**src/rtl/utmi_rx.sv**
```systemverilog
// UTMI+ receive adapter: turns the PHY byte stream into sop/eop-framed link beats.
// A one-byte hold register lets eop land on the last byte; a small FIFO absorbs downstream stalls.
module utmi_rx #(
  parameter int FIFO_DEPTH = 4,
  parameter int FIFO_AW    = 2
) (
  input  logic       i_utmi_rx_clk,
  input  logic       i_utmi_rx_rst_n,
  input  logic       i_utmi_rx_rxactive,
  input  logic       i_utmi_rx_rxvalid,
  input  logic       i_utmi_rx_rxerror,
  input  logic [7:0] i_utmi_rx_data,
  input  logic       i_utmi_rx_lp_ready,
  output logic [7:0] o_utmi_rx_lp_data,
  output logic       o_utmi_rx_lp_sop,
  output logic       o_utmi_rx_lp_eop,
  output logic       o_utmi_rx_lp_valid,
  output logic       o_utmi_rx_pkt_error,
  output logic       o_utmi_rx_overflow,
  output logic       o_utmi_rx_busy
);

  typedef enum logic [1:0] {IDLE, RECV, DISCARD} state_t;

  state_t             state;
  logic               rxactive_d;
  logic               armed;
  logic               first_flag;
  logic               h_valid;
  logic               h_sop;
  logic [7:0]         h_data;
  logic [9:0]         mem [FIFO_DEPTH];
  logic [FIFO_AW:0]   wr_ptr;
  logic [FIFO_AW:0]   rd_ptr;
  logic [FIFO_AW-1:0] wr_idx;
  logic [FIFO_AW-1:0] rd_idx;
  logic [FIFO_AW-1:0] last_idx;
  logic               empty;
  logic               full;
  logic               pop;
  logic               err_det;
  logic               end_det;
  logic               byte_ok;
  logic               push;
  logic               ovf;
  logic               wr_en;
  logic [9:0]         push_entry;

  assign wr_idx   = wr_ptr[FIFO_AW-1:0];
  assign rd_idx   = rd_ptr[FIFO_AW-1:0];
  assign last_idx = wr_idx - FIFO_AW'(1);
  assign empty    = (wr_ptr == rd_ptr);
  assign full     = (wr_ptr[FIFO_AW] != rd_ptr[FIFO_AW]) && (wr_idx == rd_idx);
  assign pop      = !empty && i_utmi_rx_lp_ready;

  assign err_det  = i_utmi_rx_rxerror && i_utmi_rx_rxactive;
  assign end_det  = rxactive_d && !i_utmi_rx_rxactive;
  assign byte_ok  = i_utmi_rx_rxvalid && !i_utmi_rx_rxerror && i_utmi_rx_rxactive;

  // Error and end both close the frame with whatever sits in the hold register.
  always_comb begin
    push       = 1'b0;
    push_entry = {h_sop, 1'b0, h_data};
    if (state == RECV) begin
      if (err_det || end_det) begin
        push       = h_valid;
        push_entry = {h_sop, 1'b1, h_data};
      end else if (byte_ok) begin
        push = h_valid;
      end
    end
  end

  assign ovf   = push && full && !pop;
  assign wr_en = push && !ovf;

  always_ff @(posedge i_utmi_rx_clk or negedge i_utmi_rx_rst_n) begin
    if (!i_utmi_rx_rst_n) begin
      state               <= IDLE;
      rxactive_d          <= 1'b0;
      armed               <= 1'b0;
      first_flag          <= 1'b0;
      h_valid             <= 1'b0;
      h_sop               <= 1'b0;
      h_data              <= '0;
      wr_ptr              <= '0;
      rd_ptr              <= '0;
      mem                 <= '{default: '0};
      o_utmi_rx_pkt_error <= 1'b0;
      o_utmi_rx_overflow  <= 1'b0;
    end else begin
      rxactive_d          <= i_utmi_rx_rxactive;
      o_utmi_rx_pkt_error <= 1'b0;
      o_utmi_rx_overflow  <= 1'b0;
      // A packet already in flight at reset release is skipped until RxActive drops.
      if (!i_utmi_rx_rxactive) armed <= 1'b1;

      if (pop) rd_ptr <= rd_ptr + (FIFO_AW+1)'(1);
      if (wr_en) begin
        mem[wr_idx] <= push_entry;
        wr_ptr      <= wr_ptr + (FIFO_AW+1)'(1);
      end
      // Close the frame on the newest stored entry so downstream never sees an open packet.
      if (ovf) begin
        mem[last_idx][8]   <= 1'b1;
        o_utmi_rx_overflow <= 1'b1;
      end

      case (state)
        IDLE: begin
          if (i_utmi_rx_rxactive && armed) begin
            state      <= RECV;
            first_flag <= 1'b1;
            h_valid    <= 1'b0;
          end
        end
        RECV: begin
          if (err_det) begin
            o_utmi_rx_pkt_error <= 1'b1;
            h_valid             <= 1'b0;
            state               <= DISCARD;
          end else if (end_det) begin
            h_valid <= 1'b0;
            state   <= ovf ? DISCARD : IDLE;
          end else if (byte_ok) begin
            if (ovf) begin
              h_valid <= 1'b0;
              state   <= DISCARD;
            end else begin
              h_valid    <= 1'b1;
              h_sop      <= first_flag;
              h_data     <= i_utmi_rx_data;
              first_flag <= 1'b0;
            end
          end
        end
        DISCARD: begin
          if (!i_utmi_rx_rxactive) state <= IDLE;
        end
        default: state <= IDLE;
      endcase
    end
  end

  assign o_utmi_rx_lp_data  = mem[rd_idx][7:0];
  assign o_utmi_rx_lp_sop   = mem[rd_idx][9];
  assign o_utmi_rx_lp_eop   = mem[rd_idx][8];
  assign o_utmi_rx_lp_valid = !empty;
  assign o_utmi_rx_busy     = rxactive_d | h_valid | !empty | (state != IDLE);

endmodule

```
**config.mk**
```make
export PLATFORM = sky130hd
export DESIGN_NAME = utmi_rx
export DESIGN_NICKNAME = d
export VERILOG_FILES = /design/src/rtl/utmi_rx.sv
export SDC_FILE = /design/constraint.sdc
export NUM_CORES = 1
export LEC_CHECK = 0
export CAP_MARGIN = 10
export CORE_MARGIN = 2
export CORE_UTILIZATION = 50
export DETAILED_ROUTE_END_ITERATION = 6
export PLACE_DENSITY_LB_ADDON = 0.15
export SYNTH_ARGS = -nofsm -noshare
export SYNTH_HDL_FRONTEND = slang
export SYNTH_SLANG_ARGS = --single-unit
```
**constraint.sdc**
```tcl
create_clock -name i_utmi_rx_clk -period 4.73 [get_ports i_utmi_rx_clk]
set_input_delay 0.7095 -clock i_utmi_rx_clk [delete_from_list [all_inputs] [get_ports i_utmi_rx_clk]]
set_output_delay 0.7095 -clock i_utmi_rx_clk [all_outputs]
set_load 0.03 [all_outputs]
```
==> metrics.md <==
| Metric | Value |
|---|---|
| Status | `complete, no violations` |
| Worst min path class | `reg -> reg` |
| Compound-Gate Fraction of Synth Area | `6.00%` |
| Beginning of the worst hold path | `first_flag$_DFFE_PN0P_` |
| Final Routed Wirelength | `5720 um` |
| Vias in the first global route | `~1900` |
| Mapped Cells | `197` |
| CTS Hold Buffers Added | `0` |
| Worst slew pin tran | `0.766 ns` |
| Residual DRC | `0` |
| Setup crit start kind | `flop` |
| Root buf cell | `clkbuf_8` |
| XOR/XNOR share of the synthesized area | `2.12%` |
| Critical path class | `reg -> out` |
| Final Max Tran Viols | `0` |
| Mapped Area | `2900 sq um` |
| WP buf/inv | `1` |
| Crit-path slowest cell | `dfrtp_1` |
| Wire length per cell | `roughly 19 um` |
| P_leak | `1.56 nW` |
| Hpwl dp | `3760 um` |
| IO Pins | `28` |
| WP data arrival | `2.76 ns` |
| Final number of setup-violating endpoints | `0` |
| Total Routing Usage GR | `20.0%` |
| CTS resizes | `0` |
| Crit end category | `output pin` |
| Vias per cell | `5.75` |
| RSZ-0062 raised after global routing | `false` |
| Critical path's largest stage delay | `approximately 0.77 ns` |
| Placed cells | `291` |
| Non-Filler Instances | `306` |
| Main combinational cell family by area after synthesis | `multiplexers` |
| Vias | `1758` |
| Final period util | `73.3%` |
| Syn avg cell area | `14.7 sq um` |
| Post-Synth Adder-Cell Area | `2.16%` |
| Yosys Warn Count | `0` |
| Initial Util | `52.3%` |
| Final Hold Vio Count | `0` |
| Die H | `80.1 um` |
| Clock Skew | `around 0.0067 ns` |
| Peak supply drop | `roughly 320 uV` |
| Core Area | `around 5500 sq um` |
| Sequential fraction of the synthesis area | `54.4%` |
| Max transition margin | `between 40% and 50%` |
| Worst path cell trace | `xnor2_1 -> nand3b_1 -> or4b_2 -> clkdlybuf4s50_1` |
| Worst setup path start | `rd_ptr[1]$_DFFE_PN0P_` |
| Mux cell area share after synthesis | `27.1%` |
| Nets | `roughly 250` |
| Die W | `~80 um` |
| Reg2reg start | `rd_ptr[1]$_DFFE_PN0P_` |
| Die area | `roughly 6400 sq um` |
| Antenna Violating Nets Remaining | `0` |
| Pwr dens | `between 500 and 600 nW/um^2` |
| #FFs+latches synth | `between 60 and 70` |
| CTS tree | `done` |
| Largest net degree at the start of global routing | `64` |
| CP required | `4.02 ns` |
| Clk buf depth | `2` |
| # clock sinks | `63` |
| CTS Buf Count | `9` |
| Initial antenna violation count | `0` |
| H-tree depth | `3` |
| First-pass GRT wire length | `around 9300 um` |
| Layout cells sized above 1 | `35.9%` |
| Post-synthesis simple-gate area fraction | `5.96%` |
| Gpl congestion | `0.870` |
| Inserted Diodes | `0` |
| Max-cap violations | `0` |
| Buffers on Ports | `27` |
| Distinct cells, synth | `37` |
| GRT overflow | `0` |
| Peak Freq | `0.288 GHz` |
| Time the worst path needs with I/O delays and setup | `3.47 ns` |
| CP max FO | `13` |
| Clk Latency, worst-skew pair | `~0.33 ns` |
| Area Growth Syn to Fin | `16.9%` |
| Top delay family on crit path | `simple AND/OR/NAND/NOR gates` |
| Postcts setup bufs | `0` |
| Clock slew at reported path FFs | `around 0.07 ns` |
| Syn nets | `roughly 220` |
| Final hold slack | `0.500 ns` |
| Setup TNS | `0 ns` |
| Site Rows | `27` |
| Router iterations before antenna repair | `4` |
| DR iter-0 viols | `160` |
-- cells in the final DEF (no fill, tap or decap), types with 2 or more instances in the layout --
| master | n |
|---|---|
| dfrtp_1 | 63 |
| mux2_2 | 38 |
| clkdlybuf4s50_1 | 26 |
| nand2_1 | 11 |
| mux4_2 | 10 |
| clkbuf_8 | 10 |
| mux2_4 | 8 |
| xnor2_1 | 6 |
| inv_1 | 6 |
| ha_1 | 5 |
| a211oi_2 | 4 |
| o21ai_0 | 4 |
| o221ai_1 | 4 |
| nand2_2 | 4 |
| nand2b_1 | 3 |
| and3_1 | 3 |
| clkinv_2 | 3 |
| nand3b_1 | 2 |
| nor2_1 | 2 |
| buf_4 | 2 |
-- worst reg2reg max path, cell delays in order (launching register included) --
cell and delay [ns]:
dfrtp_1 0.77, xnor2_1 0.23, and4b_1 0.38, a31o_1 0.67
mux2_2 0.41
-- layout make-up --
type | instances | area [sq um]
Clock buffer | 11 | 141
Clock inverter | 4 | 22.5
Fill cell | 446 | 2150
Inverter | 6 | 22.5
Multi-Input combinational cell | 121 | 1250
Sequential cell | 63 | 1580
Tap cell | 72 | 90.1
Timing Repair Buffer | 29 | 280
-- kinds of logic (layout without fill, tap and decap cells) --
kind of cell | after synthesis | in the layout
AOI/OAI and AO/OA | 21 | 21
buffers and inverters | 13 | 50
adders and majority gates | 5 | 5
DFF | 63 | 63
and+or+nand+nor | 31 | 31
muxes | 57 | 57
xor gates and xnor gates | 7 | 7
-- worst paths after layout --
path / end / slack, ns / depth (start not counted)
max: o_utmi_rx_busy / 1.26 / 4
max in group asynchronous: rd_ptr[1]$_DFFE_PN0P_ / 3.70 / 2
max reg2reg: h_data[0]$_DFFE_PN0P_ / 2.16 / 4
min reg2reg: first_flag$_DFFE_PN0P_ / 0.50 / 1
min in group asynchronous: asynchronous set/reset pin / 0.53 / 2
min: first_flag$_DFFE_PN0P_ / 0.50 / 1
-- routing by layer --
layer | GRT usage, % | up-vias | part of all wire [%]
met5 | 0 | - | 0
met4 | 9.32 | 0 | 1.4
met3 | 4.49 | 7 | 3.6
met2 | 32.3 | 44 | 50
met1 | 25.7 | 920 | 45
li1 | - | 787 | -
-- cells in the mapped netlist, drive strengths merged --
| cell type | number | area, sq um |
|---|---|---|
| dfrtp | 63 | 1580 |
| nand3b | 2 | 15.0 |
| or3 | 1 | 6.26 |
| buf | 5 | 36.3 |
| nor2 | 2 | 7.51 |
| o21a | 1 | 7.51 |
| clkbuf | 2 | 7.51 |
| a21oi | 2 | 13.8 |
| a32oi | 1 | 8.76 |
| nand3 | 1 | 5.00 |
| and4b | 1 | 10.0 |
| nand4b | 1 | 8.76 |
| ha | 5 | 62.6 |
| nand2b | 3 | 18.8 |
| or4b | 1 | 10.0 |
| inv | 6 | 22.5 |
| a311oi | 1 | 8.76 |
| mux2 | 47 | 559 |
| a31o | 1 | 8.76 |
| o21ai | 5 | 25.0 |
| mux4 | 10 | 225 |
| or2 | 1 | 6.26 |
| nand2 | 15 | 66.3 |
| xnor2 | 6 | 52.6 |
| a311o | 1 | 10.0 |
| and3 | 3 | 18.8 |
| xor2 | 1 | 8.76 |
| o22ai | 1 | 6.26 |
| o221ai | 4 | 35.0 |
| a211oi | 4 | 50.1 |
-- power by group --
group | switching [W] | internal, W | leakage [nW]
Sequential | 0.000167 | 0.000721 | 0.806
Clock | 0.000200 | 0.000199 | 0.0850
Combinational | 0.000324 | 0.000378 | 0.674
-- stage by stage --
step / utilization (%) / setup slack (ns) / total power [W] / area, sq um
after floorplan: - / 2.23 / 0.00138 / 2900
after global placement: 58.2 / 1.64 / 0.00156 / 3220
after detailed placement: 58.2 / 1.62 / 0.00160 / 3220
after CTS: 61.2 / 1.24 / 0.00201 / 3390
after global routing: 61.2 / 1.18 / 0.00211 / 3390
final: 61.2 / 1.26 / 0.00199 / 3390
No activity file was read; power rests on OpenSTA's default activity.
